==> config.mk <==
export PLATFORM = sky130hd
export DESIGN_NAME = leaf_parent_tx
export DESIGN_NICKNAME = d
export VERILOG_FILES = /design/src/rtl/leaf_parent_tx_pkg.sv /design/src/rtl/leaf_parent_tx_sync_fifo_fwft.sv /design/src/rtl/leaf_parent_tx.sv
export SDC_FILE = /design/constraint.sdc
export NUM_CORES = 1
export LEC_CHECK = 0
export CORE_MARGIN = 2
export CORE_UTILIZATION = 35
export CTS_CLUSTER_SIZE = 8
export DETAILED_ROUTE_END_ITERATION = 10
export PLACE_DENSITY = 0.58
export SYNTH_ARGS = -nofsm -noshare
export SYNTH_HDL_FRONTEND = slang
export SYNTH_SLANG_ARGS = --single-unit
==> constraint.sdc <==
create_clock -name clk -period 8.8 [get_ports clk]
set_input_delay 1.32 -clock clk [delete_from_list [all_inputs] [get_ports clk]]
set_output_delay 1.32 -clock clk [all_outputs]
set_load 0.05 [all_outputs]
==> src/rtl/leaf_parent_tx_pkg.sv <==
// Uplink word layout shared by the leaf transmitter and the root hub receiver.
// pack_word is the single source of truth for where each header field sits.
package leaf_parent_tx_pkg;

  localparam int WORD_W      = 64;
  localparam int DEST_LSB    = 56;
  localparam int DEST_W      = 8;
  localparam int SRC_LSB     = 48;
  localparam int SRC_W       = 8;
  localparam int TYPE_LSB    = 44;
  localparam int TYPE_W      = 4;
  localparam int PAYLOAD_LSB = 0;
  localparam int PAYLOAD_W   = 44;

  localparam logic [TYPE_W-1:0] MSG_TYPE_REPORT = 4'hF;

  typedef enum logic [1:0] {
    ST_RUN,
    ST_DRAIN,
    ST_EMIT
  } tx_state_e;

  function automatic logic [WORD_W-1:0] pack_word(
    input logic [DEST_W-1:0]    dest,
    input logic [SRC_W-1:0]     src,
    input logic [TYPE_W-1:0]    mtype,
    input logic [PAYLOAD_W-1:0] payload
  );
    logic [WORD_W-1:0] w;
    w = '0;
    w[DEST_LSB +: DEST_W]       = dest;
    w[SRC_LSB +: SRC_W]         = src;
    w[TYPE_LSB +: TYPE_W]       = mtype;
    w[PAYLOAD_LSB +: PAYLOAD_W] = payload;
    return w;
  endfunction

endpackage

==> src/rtl/leaf_parent_tx_sync_fifo_fwft.sv <==
// First-word-fall-through FIFO: head always shows the oldest entry while not empty.
// Full/empty derive from the registered count only, so they never depend on push/pop.
module sync_fifo_fwft #(
  parameter int WIDTH = 48,
  parameter int DEPTH = 8,
  localparam int AW = $clog2(DEPTH),
  localparam int CW = AW + 1
) (
  input  logic             clk,
  input  logic             reset,
  input  logic             push,
  input  logic [WIDTH-1:0] push_data,
  input  logic             pop,
  output logic [WIDTH-1:0] head,
  output logic [CW-1:0]    count,
  output logic             full,
  output logic             empty
);

  logic [WIDTH-1:0] mem [DEPTH];
  logic [AW-1:0]    wr_ptr_reg;
  logic [AW-1:0]    rd_ptr_reg;
  logic [CW-1:0]    count_reg;
  logic             do_push;
  logic             do_pop;

  assign full    = (count_reg == CW'(DEPTH));
  assign empty   = (count_reg == '0);
  assign do_push = push && !full;
  assign do_pop  = pop && !empty;
  assign head    = mem[rd_ptr_reg];
  assign count   = count_reg;

  // Power-of-two depth lets the pointers wrap by plain overflow.
  always_ff @(posedge clk) begin
    if (!reset) begin
      wr_ptr_reg <= '0;
      rd_ptr_reg <= '0;
      count_reg  <= '0;
    end else begin
      if (do_push) wr_ptr_reg <= wr_ptr_reg + 1'b1;
      if (do_pop)  rd_ptr_reg <= rd_ptr_reg + 1'b1;
      case ({do_push, do_pop})
        2'b10:   count_reg <= count_reg + 1'b1;
        2'b01:   count_reg <= count_reg - 1'b1;
        default: count_reg <= count_reg;
      endcase
    end
  end

  always_ff @(posedge clk) begin
    if (do_push) mem[wr_ptr_reg] <= push_data;
  end

endmodule

==> src/rtl/leaf_parent_tx.sv <==
// Leaf-to-root uplink transmitter: FIFO plus one output register, with a round
// report word carrying the number of data words sent since the previous report.
module leaf_parent_tx
  import leaf_parent_tx_pkg::*;
#(
  parameter int FPGA_ID       = 1,
  parameter int ROOT_ID       = 0,
  parameter int FIFO_DEPTH    = 8,
  parameter int PAYLOAD_WIDTH = 44,
  localparam int CW = $clog2(FIFO_DEPTH) + 1
) (
  input  logic                     clk,
  input  logic                     reset,
  input  logic                     in_valid,
  output logic                     in_ready,
  input  logic [3:0]               in_type,
  input  logic [PAYLOAD_WIDTH-1:0] in_payload,
  input  logic                     report_req,
  output logic                     report_busy,
  output logic [63:0]              parent_tx_data,
  output logic                     parent_tx_valid,
  input  logic                     parent_tx_ready,
  output logic [CW-1:0]            fifo_count
);

  localparam logic [DEST_W-1:0] DEST_ID = DEST_W'(ROOT_ID);
  localparam logic [SRC_W-1:0]  SRC_ID  = SRC_W'(FPGA_ID);
  localparam int                FW      = TYPE_W + PAYLOAD_W;

  tx_state_e            state_reg;
  logic                 oreg_valid_reg;
  logic                 oreg_report_reg;
  logic [63:0]          oreg_data_reg;
  logic [PAYLOAD_W-1:0] sent_reg;
  logic                 busy_reg;

  logic          fifo_full;
  logic          fifo_empty;
  logic [FW-1:0] fifo_head;
  logic          out_xfer;
  logic          oreg_free;
  logic          in_xfer;
  logic          bypass;
  logic          fifo_push;
  logic          fifo_pop;
  logic          load_report;

  assign out_xfer    = oreg_valid_reg && parent_tx_ready;
  assign oreg_free   = !oreg_valid_reg || out_xfer;
  assign in_ready    = reset && (state_reg == ST_RUN) && !fifo_full;
  assign in_xfer     = in_valid && in_ready;
  assign load_report = (state_reg == ST_EMIT) && !oreg_valid_reg;
  // An empty FIFO with a free OREG lets the message skip the FIFO entirely.
  assign bypass      = in_xfer && fifo_empty && oreg_free;
  assign fifo_push   = in_xfer && !bypass;
  assign fifo_pop    = oreg_free && !fifo_empty && !load_report;

  sync_fifo_fwft #(
    .WIDTH (FW),
    .DEPTH (FIFO_DEPTH)
  ) u_fifo (
    .clk       (clk),
    .reset     (reset),
    .push      (fifo_push),
    .push_data ({in_type, in_payload}),
    .pop       (fifo_pop),
    .head      (fifo_head),
    .count     (fifo_count),
    .full      (fifo_full),
    .empty     (fifo_empty)
  );

  always_ff @(posedge clk) begin
    if (!reset) begin
      state_reg       <= ST_RUN;
      oreg_valid_reg  <= 1'b0;
      oreg_report_reg <= 1'b0;
      oreg_data_reg   <= '0;
      sent_reg        <= '0;
      busy_reg        <= 1'b0;
    end else begin
      if (out_xfer && !oreg_report_reg && (sent_reg != '1))
        sent_reg <= sent_reg + 1'b1;

      case (state_reg)
        ST_RUN: begin
          if (report_req) begin
            state_reg <= ST_DRAIN;
            busy_reg  <= 1'b1;
          end
        end
        ST_DRAIN: begin
          if (fifo_empty && oreg_free) state_reg <= ST_EMIT;
        end
        ST_EMIT: begin
          if (out_xfer && oreg_report_reg) begin
            state_reg <= ST_RUN;
            busy_reg  <= 1'b0;
          end
        end
        default: state_reg <= ST_RUN;
      endcase

      // OREG is always empty on EMIT entry, so the report load never races a data transfer.
      if (load_report) begin
        oreg_data_reg   <= pack_word(DEST_ID, SRC_ID, MSG_TYPE_REPORT, sent_reg);
        oreg_valid_reg  <= 1'b1;
        oreg_report_reg <= 1'b1;
        sent_reg        <= '0;
      end else if (fifo_pop) begin
        oreg_data_reg   <= pack_word(DEST_ID, SRC_ID, fifo_head[FW-1 -: TYPE_W],
                                     fifo_head[PAYLOAD_W-1:0]);
        oreg_valid_reg  <= 1'b1;
        oreg_report_reg <= 1'b0;
      end else if (bypass) begin
        oreg_data_reg   <= pack_word(DEST_ID, SRC_ID, in_type, in_payload);
        oreg_valid_reg  <= 1'b1;
        oreg_report_reg <= 1'b0;
      end else if (out_xfer) begin
        oreg_valid_reg  <= 1'b0;
        oreg_report_reg <= 1'b0;
      end
    end
  end

  assign parent_tx_valid = oreg_valid_reg;
  assign parent_tx_data  = oreg_data_reg;
  assign report_busy     = busy_reg;

endmodule

# After elaboration in Yosys (flattened, before gate mapping)
# Memories as Yosys holds them, arrays and structs flattened. A register that Yosys moved wholly into a read port is not among the register bits.
# Index checks and enable logic that the tools add are counted.
dict set report classes {
  add_sub_neg 5
  mux 22
  n_eq_ne 9
  reduce_logical 32
  bitwise 1
}
# cell count
set ops {}
lappend ops {{$mux 49} 3}
lappend ops {{$add 44x1->44 const B} 1}
lappend ops {{$ne 44x44->1 const B} 1}
lappend ops {{$logic_and 1x1->1} 16}
lappend ops {{$mux 1} 11}
lappend ops {{$pmux 4 s2} 1}
lappend ops {{$add 3x1->3 const B} 2}
lappend ops {{$logic_not 1->1} 6}
lappend ops {{$mux 2} 3}
lappend ops {{$mux 3} 2}
lappend ops {{$pmux 2 s3} 1}
lappend ops {{$reduce_and 3->1} 2}
lappend ops {{$add 4x1->4 const B} 1}
lappend ops {{$eq 2x1->1 const B} 2}
lappend ops {{$eq 2x2->1 const B} 2}
lappend ops {{$eq 4x4->1 const B} 1}
lappend ops {{$logic_not 4->1} 1}
lappend ops {{$ne 2x2->1 const B} 2}
lappend ops {{$reduce_bool 2->1} 2}
lappend ops {{$reduce_bool 4->1} 1}
lappend ops {{$sub 4x1->4 const B} 1}
lappend ops {{$reduce_bool 3->1} 1}
lappend ops {{$logic_not 2->1} 1}
lappend ops {{$ne 2x1->1 const B} 1}
lappend ops {{4 further kinds} 4}
dict set report word_totals {
  memories 1
  reg_bits 108
  output_inout_bits 71
  ramBits 384
  elab_cells 79
  input_bits 53
}
# name words word_bits rd rd_clocked_by_memory_dff wr line
set mem_list {}
lappend mem_list {u_fifo.mem 8 48 1 1 1 leaf_parent_tx_sync_fifo_fwft.sv:20} ;# logic [WIDTH-1:0] mem [DEPTH];

# Longest topological paths before layout
# Gate-level depths: netlist of the first run.
dict set report depth {
  ltp_word 11
  mapped_depth 12
  depth_no_buf 11
}

# By module
# Synthesis of the first run repeated with hierarchy kept, for this count alone.
dict set report hier_totals {
  hier_cells 1302
  hier_area_um2 20876.3
}
# module cells_each seq_area_each_um2 area_per_inst_um2 n_inst
set modules_own_cells {}
lappend modules_own_cells {sync_fifo_fwft 629 11791.3 15310.9 1}
lappend modules_own_cells {leaf_parent_tx 673 1961.9 5565.3 1}

# Worst setup path before layout of the first run
# Ideal clock, no wire load.
dict set report synth_path {
  path_kind {input to register}
  startpoint {input parent_tx_ready}
  endpoint {memory u_fifo.mem[0][0], enable pin}
  path_buffers 1
  setup_ns 0.573
  required_ns 8.227
  setup_slack_ns 1.217
  arrival_time_ns 7.010
  cell_stages 6
  cell_sequence {nor2b_1 -> clkbuf_1 -> nor2_1 -> a211oi_1 -> inv_1 -> nor4_1}
}
dict set report synth_via {
  elab_chain_len 8
}
# item line
set synth_rtl {}
lappend synth_rtl {{start: declaration} leaf_parent_tx.sv:22} ;# input logic parent_tx_ready,
lappend synth_rtl {{$logic_and 1x1->1} leaf_parent_tx.sv:48} ;# assign out_xfer = oreg_valid_reg && parent_tx_ready;
lappend synth_rtl {{$logic_or 1x1->1} leaf_parent_tx.sv:49} ;# assign oreg_free = !oreg_valid_reg || out_xfer;
lappend synth_rtl {{$logic_and 1x1->1} leaf_parent_tx.sv:54} ;# assign bypass = in_xfer && fifo_empty && oreg_free;
lappend synth_rtl {{$logic_not 1->1} leaf_parent_tx.sv:55} ;# assign fifo_push = in_xfer && !bypass;
lappend synth_rtl {{$logic_and 1x1->1} leaf_parent_tx.sv:55}
lappend synth_rtl {{$logic_and 1x1->1} leaf_parent_tx_sync_fifo_fwft.sv:29} ;# assign do_push = push && !full;
lappend synth_rtl {{$mux 1} leaf_parent_tx_sync_fifo_fwft.sv:52} ;# if (do_push) mem[wr_ptr_reg] <= push_data;
lappend synth_rtl {{$mux 1 (implied by the code)} leaf_parent_tx_sync_fifo_fwft.sv:52}
lappend synth_rtl {{end: declaration} leaf_parent_tx_sync_fifo_fwft.sv:20}
# Every way passes these cells.

# Worst setup path after layout of the first run
dict set report layout_path {
  startpoint {input parent_tx_ready}
  endpoint {memory u_fifo.mem[7][8], enable pin}
}
# Same word-level chain as after synthesis.

==> impl_metrics.toml, run 1 <==
[floorplanning]
initial_core_util = 0.354
die_area_um2 = 58800
die_height_um = 243
core_um2 = 56300
ios = 124
die_x_um = 243
rows = 87

[yosys]
yosysTopAreaCell = "edfxtp_1"
synthFlopType = "edfxtp_1"
syn_area_um2 = 19900
yosysSeqAreaShare = 0.690
async_flop_share = 0
synth_common_cells = "edfxtp_1, dfxtp_1, mux4_2"
synth_edf_count = 384
synth_cells = 1261
synth_top_area_frac = 0.579
avgSynthCellArea_um2 = 15.8
yosys_warnings = 0
yosysMostFrequentCell = "edfxtp_1"
yosys.cell_types.count = 61
synth_seq_cells = 495
netlist_top_cells_area = "edfxtp_1, dfxtp_1, mux4_2"

[sta]
setup_ws_ps = 4210
finalMaxSlewViolations = 0
worstMarginPinSlew_ps = 1020
rsz0062_at_grt = "false"
layout_min_cycle_time_ps = 4590
skew_ps = 18.6
fin_setup_tns_ps = 0
max_freq_mhz = 218
hold_violations = 0
worst_slew_margin_rel = 0.323
finalSetupViolations = 0
min_period_over_period = 0.521

[critical_path]
required_ps = 9030
cp.arrival_ps = 4820
critPathLaunch = "parent_tx_ready"
cp_cell_sequence = "clkdlybuf4s50_1 -> nor2b_1 -> nor2_1 -> a211oi_1 -> nand2_1 -> nor2_4 -> buf_4"
crit_type = "in2reg"
crit_slowest_cell = "nor2_4"
timing.rr.start = "parent_tx_valid"
endpoint_kind = "register"
crit_path_max_fanout = 25
cp_slowest_stage_delay_ps = 830
cp-start-kind = "primary input"
path_delay_family = "simple AND/OR/NAND/NOR gates"
path_buf_inv = 2

[clock_tree]
clock_latency_ps = 590
h-tree-depth = 3
cts_resized = 0
clk_root_buffer_cell = "clkbuf_16"
cts.path.max_buffers = 3
clkTransAtPathRegs_ps = 50
cts_tree = "yes"
numCtsBuffers = 71
cts_setup_buffers = 0
cts_sinks = 495
holdBufCountCts = 0

[grt]
antenna_found_initial = 2
grt_max_degree = 76
overflow = 0
track_usage = 0.161
first_global_vias = 11600
grt_pass1_wl_um = 72100

[finish]
largest_register_ffs = 384
area_delta_synth_final_pct = 19.9
drive_gt1_frac = 0.154
instances_no_fill = 2204
nets = 1450
fin_util = 0.424

[run_status]
status = "finished, final reports clean"

[place]
gp_congestion = 0.776
numPortBuffers = 108
dp_hpwl_um = 27100
dp_slack_ps = 3600
dp.cells = 2074

[min_path]
hold_path.class = "reg2reg"
hp-start = "parent_tx_data[15]"

[routing]
drc_errors = 0
routedWlPerCell_um = 21.8
first_pass_iters = 5
drt_iter0_drc = 916
avgViaCountPerCell = 5.19
drt_wl_total_um = 47900
detail-route-antenna-nets = 0
vias = 11400

[power_and_ir_drop]
leakagePower_nw = 7.38
ir_worst_vdd_mv = 0.240
total_power_mw = 7.44
power_density_nw_per_um2 = 311

[run]
cap_violations = 0
-- layer usage --
metal  up-vias  GRT usage  part of all wire
li1       5176          -                 -
met1      5839      0.221              0.44
met2       346      0.259              0.48
met3        73     0.0381             0.064
met4         2     0.0417             0.017
met5         -          0           0.00023
-- final cells by class --
type	instances	area (um^2)
Fill cell	5072	32400
Sequential cell	495	13800
Multi-Input combinational cell	689	5840
Clock buffer	123	1990
Timing Repair Buffer	128	1230
Tap cell	756	946
Clock inverter	6	86.3
Inverter	6	22.5
Antenna cell	1	2.50
-- worst register-to-register path: stages (launching register included) --
cell      delay (ps)
dfxtp_1          470
nor2b_1          520
nor2_1           150
a211oi_1         650
nand2_1          370
nor2_4           830
buf_4            510
-- per-stage QoR --
stage | hold slack, ps | area, um^2
6_report | 452 | 23900
5_1_grt | 485 | 23900
4_1_cts | 459 | 23900
3_5_place_dp | 448 | 21800
3_3_place_gp | 446 | 21800
2_1_floorplan | 467 | 20000
-- final timing paths --
check	to	slack, ps	cells past startpoint
worst max-delay path	u_fifo.mem[7][8]	4210	7
worst min-delay path	parent_tx_data[15]	450	2
worst max register to register	u_fifo.mem[7][8]	4920	6
worst min register to register	parent_tx_data[15]	450	2
-- report_power, final --
part	internal, mW	total, mW	leakage (nW)	switching (mW)
registers	2.70	2.87	4.36	0.165
logic	0.747	2.05	2.03	1.31
clock network	1.54	2.51	0.987	0.977
total	4.99	7.44	7.38	2.45
-- placed cells by master, fill, tap and decap left out, types with 5 or more instances in the layout --
master	netlist	routed
nor3_2	1	5
nor2_1	52	49
inv_1	6	6
o21ai_1	20	20
ha_1	6	6
o21a_1	43	43
dfxtp_1	111	108
or4_1	9	9
mux4_2	96	96
mux2i_1	49	49
xor2_1	29	29
and4_1	7	7
a21oi_1	66	66
edfxtp_1	384	384
nand4_1	16	16
clkbuf_16	0	72
buf_4	15	20
clkdlybuf4s50_1	0	108
o21ai_0	83	83
nor3_1	11	7
and3_1	5	5
clkbuf_1	41	51
nand3_1	20	20
conb_1	1	15
or3_1	15	15
nand2_1	80	80
xnor2_1	8	8
nand3b_1	5	5
-- kinds of logic after synthesis --
family | synth area share
AOI/OAI and AO/OA | 0.0663
and+or+nand+nor | 0.0676
buffers and inverters | 0.0223
xor gates and xnor gates | 0.0163
muxes | 0.133
adders and majority gates | 0.00377
other | 0.000188
DFF | 0.690
No activity file was read; power rests on OpenSTA's default activity.
==> run 2, diff against run 1 <==
- clock period: 8.8 -> 4.4 ns (I/O delays scaled with it)
==> run 2 against run 1 <==
Compared with the run above: combinational power is 100% higher; worst setup slack lost 3200 ps; clock power rose by 100%; via count down 0.23%; wire length is 1.2% higher; register-to-register slack worse by 3800 ps; critical path depth increased by 6; die area unchanged; core utilization is 0.46 points higher; count of clock-buffer cells in the layout increased by 5; highest routed layer unchanged.
==> impl_metrics.toml, run 2 (synthesis gave the netlist of run 1 again) <==
[clock_tree]
clkTransAtPathRegs_ps = 50
cts.path.max_buffers = 3
cts_setup_buffers = 0
holdBufCountCts = 0
clock_latency_ps = 580
cts_tree = "yes"
cts_sinks = 495
numCtsBuffers = 71
clk_root_buffer_cell = "clkbuf_16"
cts_resized = 0
h-tree-depth = 3

[sta]
rsz0062_at_grt = "false"
layout_min_cycle_time_ps = 3340
min_period_over_period = 0.758
finalMaxSlewViolations = 0
worst_slew_margin_rel = 0.422
timing.hold.ws_ps = 446
finalSetupViolations = 0
worstMarginPinSlew_ps = 867
hold_violations = 0
max_freq_mhz = 300
fin_setup_tns_ps = 0
skew_ps = 16.7

[grt]
grt_use_met2 = 0.262
met3_usage = 0.0322
busiest_layer = "met2"
use_met1 = 0.228
antenna_found_initial = 2
first_global_vias = 11800
grt_max_degree = 77
overflow = 0
track_usage = 0.164
grt_pass1_wl_um = 73300

[floorplanning]
die_height_um = 243
ios = 124
rows = 87
core_um2 = 56300
initial_core_util = 0.354
die_x_um = 243
die_area_um2 = 58800

[finish]
nets = 1458
area_delta_synth_final_pct = 21.2
final_cell_mix = "edfxtp_1, clkdlybuf4s50_1, dfxtp_1"
largest_register_ffs = 384
fin_util = 0.429
layout_commonest_cell = "edfxtp_1"
drive_gt1_frac = 0.159

[routing]
drc_errors = 0
detail-route-antenna-nets = 0
drt_iter0_drc = 902
avgViaCountPerCell = 5.16
drt_wl_total_um = 48500
vias = 11400
first_pass_iters = 5
routedWlPerCell_um = 21.9

[critical_path]
rr_worst_depth = 12
endpoint_kind = "register"
cp.arrival_ps = 3830
cp-start-kind = "primary input"
crit_path_max_fanout = 6
required_ps = 4900
crit_type = "in2reg"

[run]
cap_violations = 0

[place]
gp_congestion = 0.767
dp_hpwl_um = 27300
numPortBuffers = 108

[power_and_ir_drop]
power_density_nw_per_um2 = 621
leakagePower_nw = 7.46
ir_worst_vdd_mv = 0.363

[min_path]
hold_path.class = "reg2reg"
holdPathStages = 2

[run_status]
status = "finished, final reports clean"
-- run 2: changes by cell type in the layout (fill, tap and decap cells not counted), moves of 2 or more --
| cell | before | now |
|---|---|---|
| buf_12 | 0 | 10 |
| buf_4 | 20 | 18 |
| clkbuf_16 | 72 | 76 |
| clkinv_8 | 3 | 1 |
| nor3_2 | 5 | 3 |
| nor3_4 | 0 | 2 |
-- run 2: final timing paths --
kind                                    startpoint                 end  slack [ps]
worst max-delay path               parent_tx_ready     u_fifo.count[2]        1060
worst max register to register     parent_tx_valid     u_fifo.count[2]        1120
worst min register to register  parent_tx_data[26]  parent_tx_data[26]         450
worst min-delay path            parent_tx_data[26]  parent_tx_data[26]         450
-- run 2: layout make-up --
cell class | instances | area (um^2)
well taps | 756 | 946
inverters | 6 | 22.5
fillers | 5059 | 32100
multi-input cells | 689 | 5870
diodes | 1 | 2.50
repair buffers | 136 | 1420
clock inverters | 2 | 25.0
flip-flops and latches | 495 | 13800
clock buffers | 128 | 2100
-- run 2: worst max-delay path: stages --
cell,delay [ps]
clkdlybuf4s50_1,480
nor2b_1,480
nor2_1,150
a211oi_1,330
buf_4,220
inv_1,140
ha_1,290
xor2_1,170
ha_1,190
a21oi_1,160
xor2_1,90
or3_1,310
a21oi_1,150
-- run 2: through the flow --
step	instances	power, mW	cell area [um^2]	setup slack (ps)
5_1_grt	2213	15.7	24100	925
3_3_place_gp	2082	10.0	22000	664
3_5_place_dp	2082	10.0	22000	608
6_report	2213	15.0	24100	1060
4_1_cts	2212	15.2	24100	1190
2_1_floorplan	1275	8.52	20000	-1400
-- run 2: report_power, final --
| part | total [mW] | switching (mW) | internal (mW) |
|---|---|---|---|
| clock | 5.10 | 1.91 | 3.19 |
| sequential | 5.80 | 0.395 | 5.41 |
| combinational | 4.10 | 2.56 | 1.54 |
| total | 15.0 | 4.86 | 10.1 |
-- run 2: metal layers --
| metal | vias to the layer above | share of wire | wire, um |
|---|---|---|---|
| li1 | 5200 | - | - |
| met1 | 5795 | 0.46 | 22100 |
| met2 | 328 | 0.47 | 22800 |
| met3 | 85 | 0.052 | 2540 |
| met4 | 2 | 0.022 | 1060 |
| met5 | - | 0.00027 | 13 |
==> run 3, diff against run 2 <==
- PLACE_DENSITY: 0.58 -> 0.6
- clock period: 4.4 -> 3 ns (I/O delays scaled with it)
==> run 3 against run 2 <==
Compared with the run above: combinational power rose by 54%; wire length down 0.56%; sequential cell count unchanged; global-route usage about the same; power increased by 48%; critical path depth fell by 2; hold slack better by 2.1 ps; design area grew 1.5%; clock power is 45% higher.
==> impl_metrics.toml, run 3 (synthesis gave the netlist of run 1 again) <==
[run_status]
status = "finished, final reports clean"

[finish]
largest_register_ffs = 384
nets = 1484
area_delta_synth_final_pct = 23.0
final_cell_mix = "edfxtp_1, clkdlybuf4s50_1, dfxtp_1"
diodes = 0
layout_commonest_cell = "edfxtp_1"
multiInputGateArea_um2 = 5900
fillers = 5005
instances_no_fill = 2237
drive_gt1_frac = 0.179
regArea_um2 = 13800

[grt]
antenna_found_initial = 0
grt_pass1_wl_um = 73300
track_usage = 0.164
overflow = 0
grt_use_met2 = 0.264
use_met1 = 0.225
busiest_layer = "met2"
met3_usage = 0.0358
grt_max_degree = 92
first_global_vias = 11800

[routing]
avgViaCountPerCell = 5.17
drc_errors = 0
first_pass_iters = 5
drt_wl_total_um = 48200
vias = 11600
routedWlPerCell_um = 21.6
drt_iter0_drc = 935
detail-route-antenna-nets = 0

[critical_path]
crit_type = "reg2reg"
cp_slowest_stage_delay_ps = 620
cp-start-kind = "register"
endpoint_kind = "register"
cp_cell_sequence = "or4_1 -> nor2_4 -> a211oi_4 -> inv_2 -> ha_1 -> xor2_1 -> ha_1 -> a21oi_1 -> xor2_1 -> or3_1 -> a21oi_1"
crit_slowest_cell = "or4_1"
crit_path_max_fanout = 8
cp.arrival_ps = 3040
required_ps = 3520

[place]
gp_congestion = 0.759
dp_hpwl_um = 28800
dp.cells = 2108
numPortBuffers = 108

[floorplanning]
die_x_um = 243
ios = 124
die_height_um = 243
core_um2 = 56300
initial_core_util = 0.354
rows = 87
die_area_um2 = 58800

[clock_tree]
cts.path.max_buffers = 3
cts_sinks = 495
cts_resized = 0
holdBufCountCts = 0
cts_setup_buffers = 0
cts_tree = "yes"
h-tree-depth = 3
numCtsBuffers = 71
clkTransAtPathRegs_ps = 50
clk_root_buffer_cell = "clkbuf_16"
clock_latency_ps = 590

[sta]
worstMarginPinSlew_ps = 701
worst_slew_margin_rel = 0.531
layout_min_cycle_time_ps = 2530
skew_ps = 22.7
finalSetupViolations = 0
max_freq_mhz = 396
min_period_over_period = 0.842
hold_violations = 0
finalMaxSlewViolations = 0
rsz0062_at_grt = "false"
timing.hold.ws_ps = 449

[power_and_ir_drop]
total_power_mw = 22.2
power_density_nw_per_um2 = 904
leakagePower_nw = 7.62
ir_worst_vdd_mv = 0.608

[run]
cap_violations = 0

[min_path]
hold_path.class = "reg2reg"
## run 3: cell count changes in the layout (fill, tap and decap cells not counted), moves of 2 or more
| cell | before | now |
|---|---|---|
| nor3_4 | 2 | 4 |
| nor3_2 | 3 | 1 |
| dfxtp_2 | 0 | 4 |
| dfxtp_1 | 108 | 103 |
| buf_4 | 18 | 32 |
| buf_12 | 10 | 23 |
| clkbuf_16 | 76 | 74 |
## run 3: final timing paths
check | endpoint | from | depth (start not counted) | slack (ps)
max | u_fifo.count[2] | u_fifo.count[0] | 11 | 470
min | parent_tx_data[3] | parent_tx_data[3] | 2 | 450
max reg2reg | u_fifo.count[2] | u_fifo.count[0] | 11 | 470
min reg2reg | parent_tx_data[3] | parent_tx_data[3] | 2 | 450
## run 3: worst max-delay path: cells and delay by family, from the launching register on
kind,cells,cell delay [ps]
simple gates,3,1120
flops,1,360
fa+ha+maj,2,350
xor+xnor,2,310
compound gates,3,250
buf+inv,1,80
## run 3: metrics by stage
step | util | area (um^2) | setup WS [ps] | setup TNS [ps]
4_1_cts | 0.435 | 24500 | 464 | 0
6_report | 0.435 | 24500 | 473 | 0
3_5_place_dp | 0.398 | 22400 | 97.0 | 0
2_1_floorplan | - | 20100 | -378 | -29460
5_1_grt | 0.435 | 24500 | 299 | 0
3_3_place_gp | 0.398 | 22400 | 105 | 0
## run 3: power breakdown
part | leakage [nW] | switching, mW | internal, mW
logic | 2.27 | 3.84 | 2.46
registers | 4.37 | 0.511 | 7.94
clock network | 0.989 | 2.82 | 4.58
## run 3: layout make-up
| type | instances | share of cell area |
|---|---|---|
| clock buffers | 126 | 0.0836 |
| clock inverters | 3 | 0.00138 |
| inverters | 6 | 0.000919 |
| multi-input cells | 689 | 0.241 |
| flip-flops and latches | 495 | 0.562 |
| well taps | 756 | 0.0386 |
| repair buffers | 162 | 0.0723 |
## run 3: per-layer routing
metal | share of wire | up-vias
met3 | 0.055 | 66
li1 | - | 5244
met4 | 0.018 | 0
met1 | 0.45 | 5924
met2 | 0.48 | 323
met5 | 0 | -
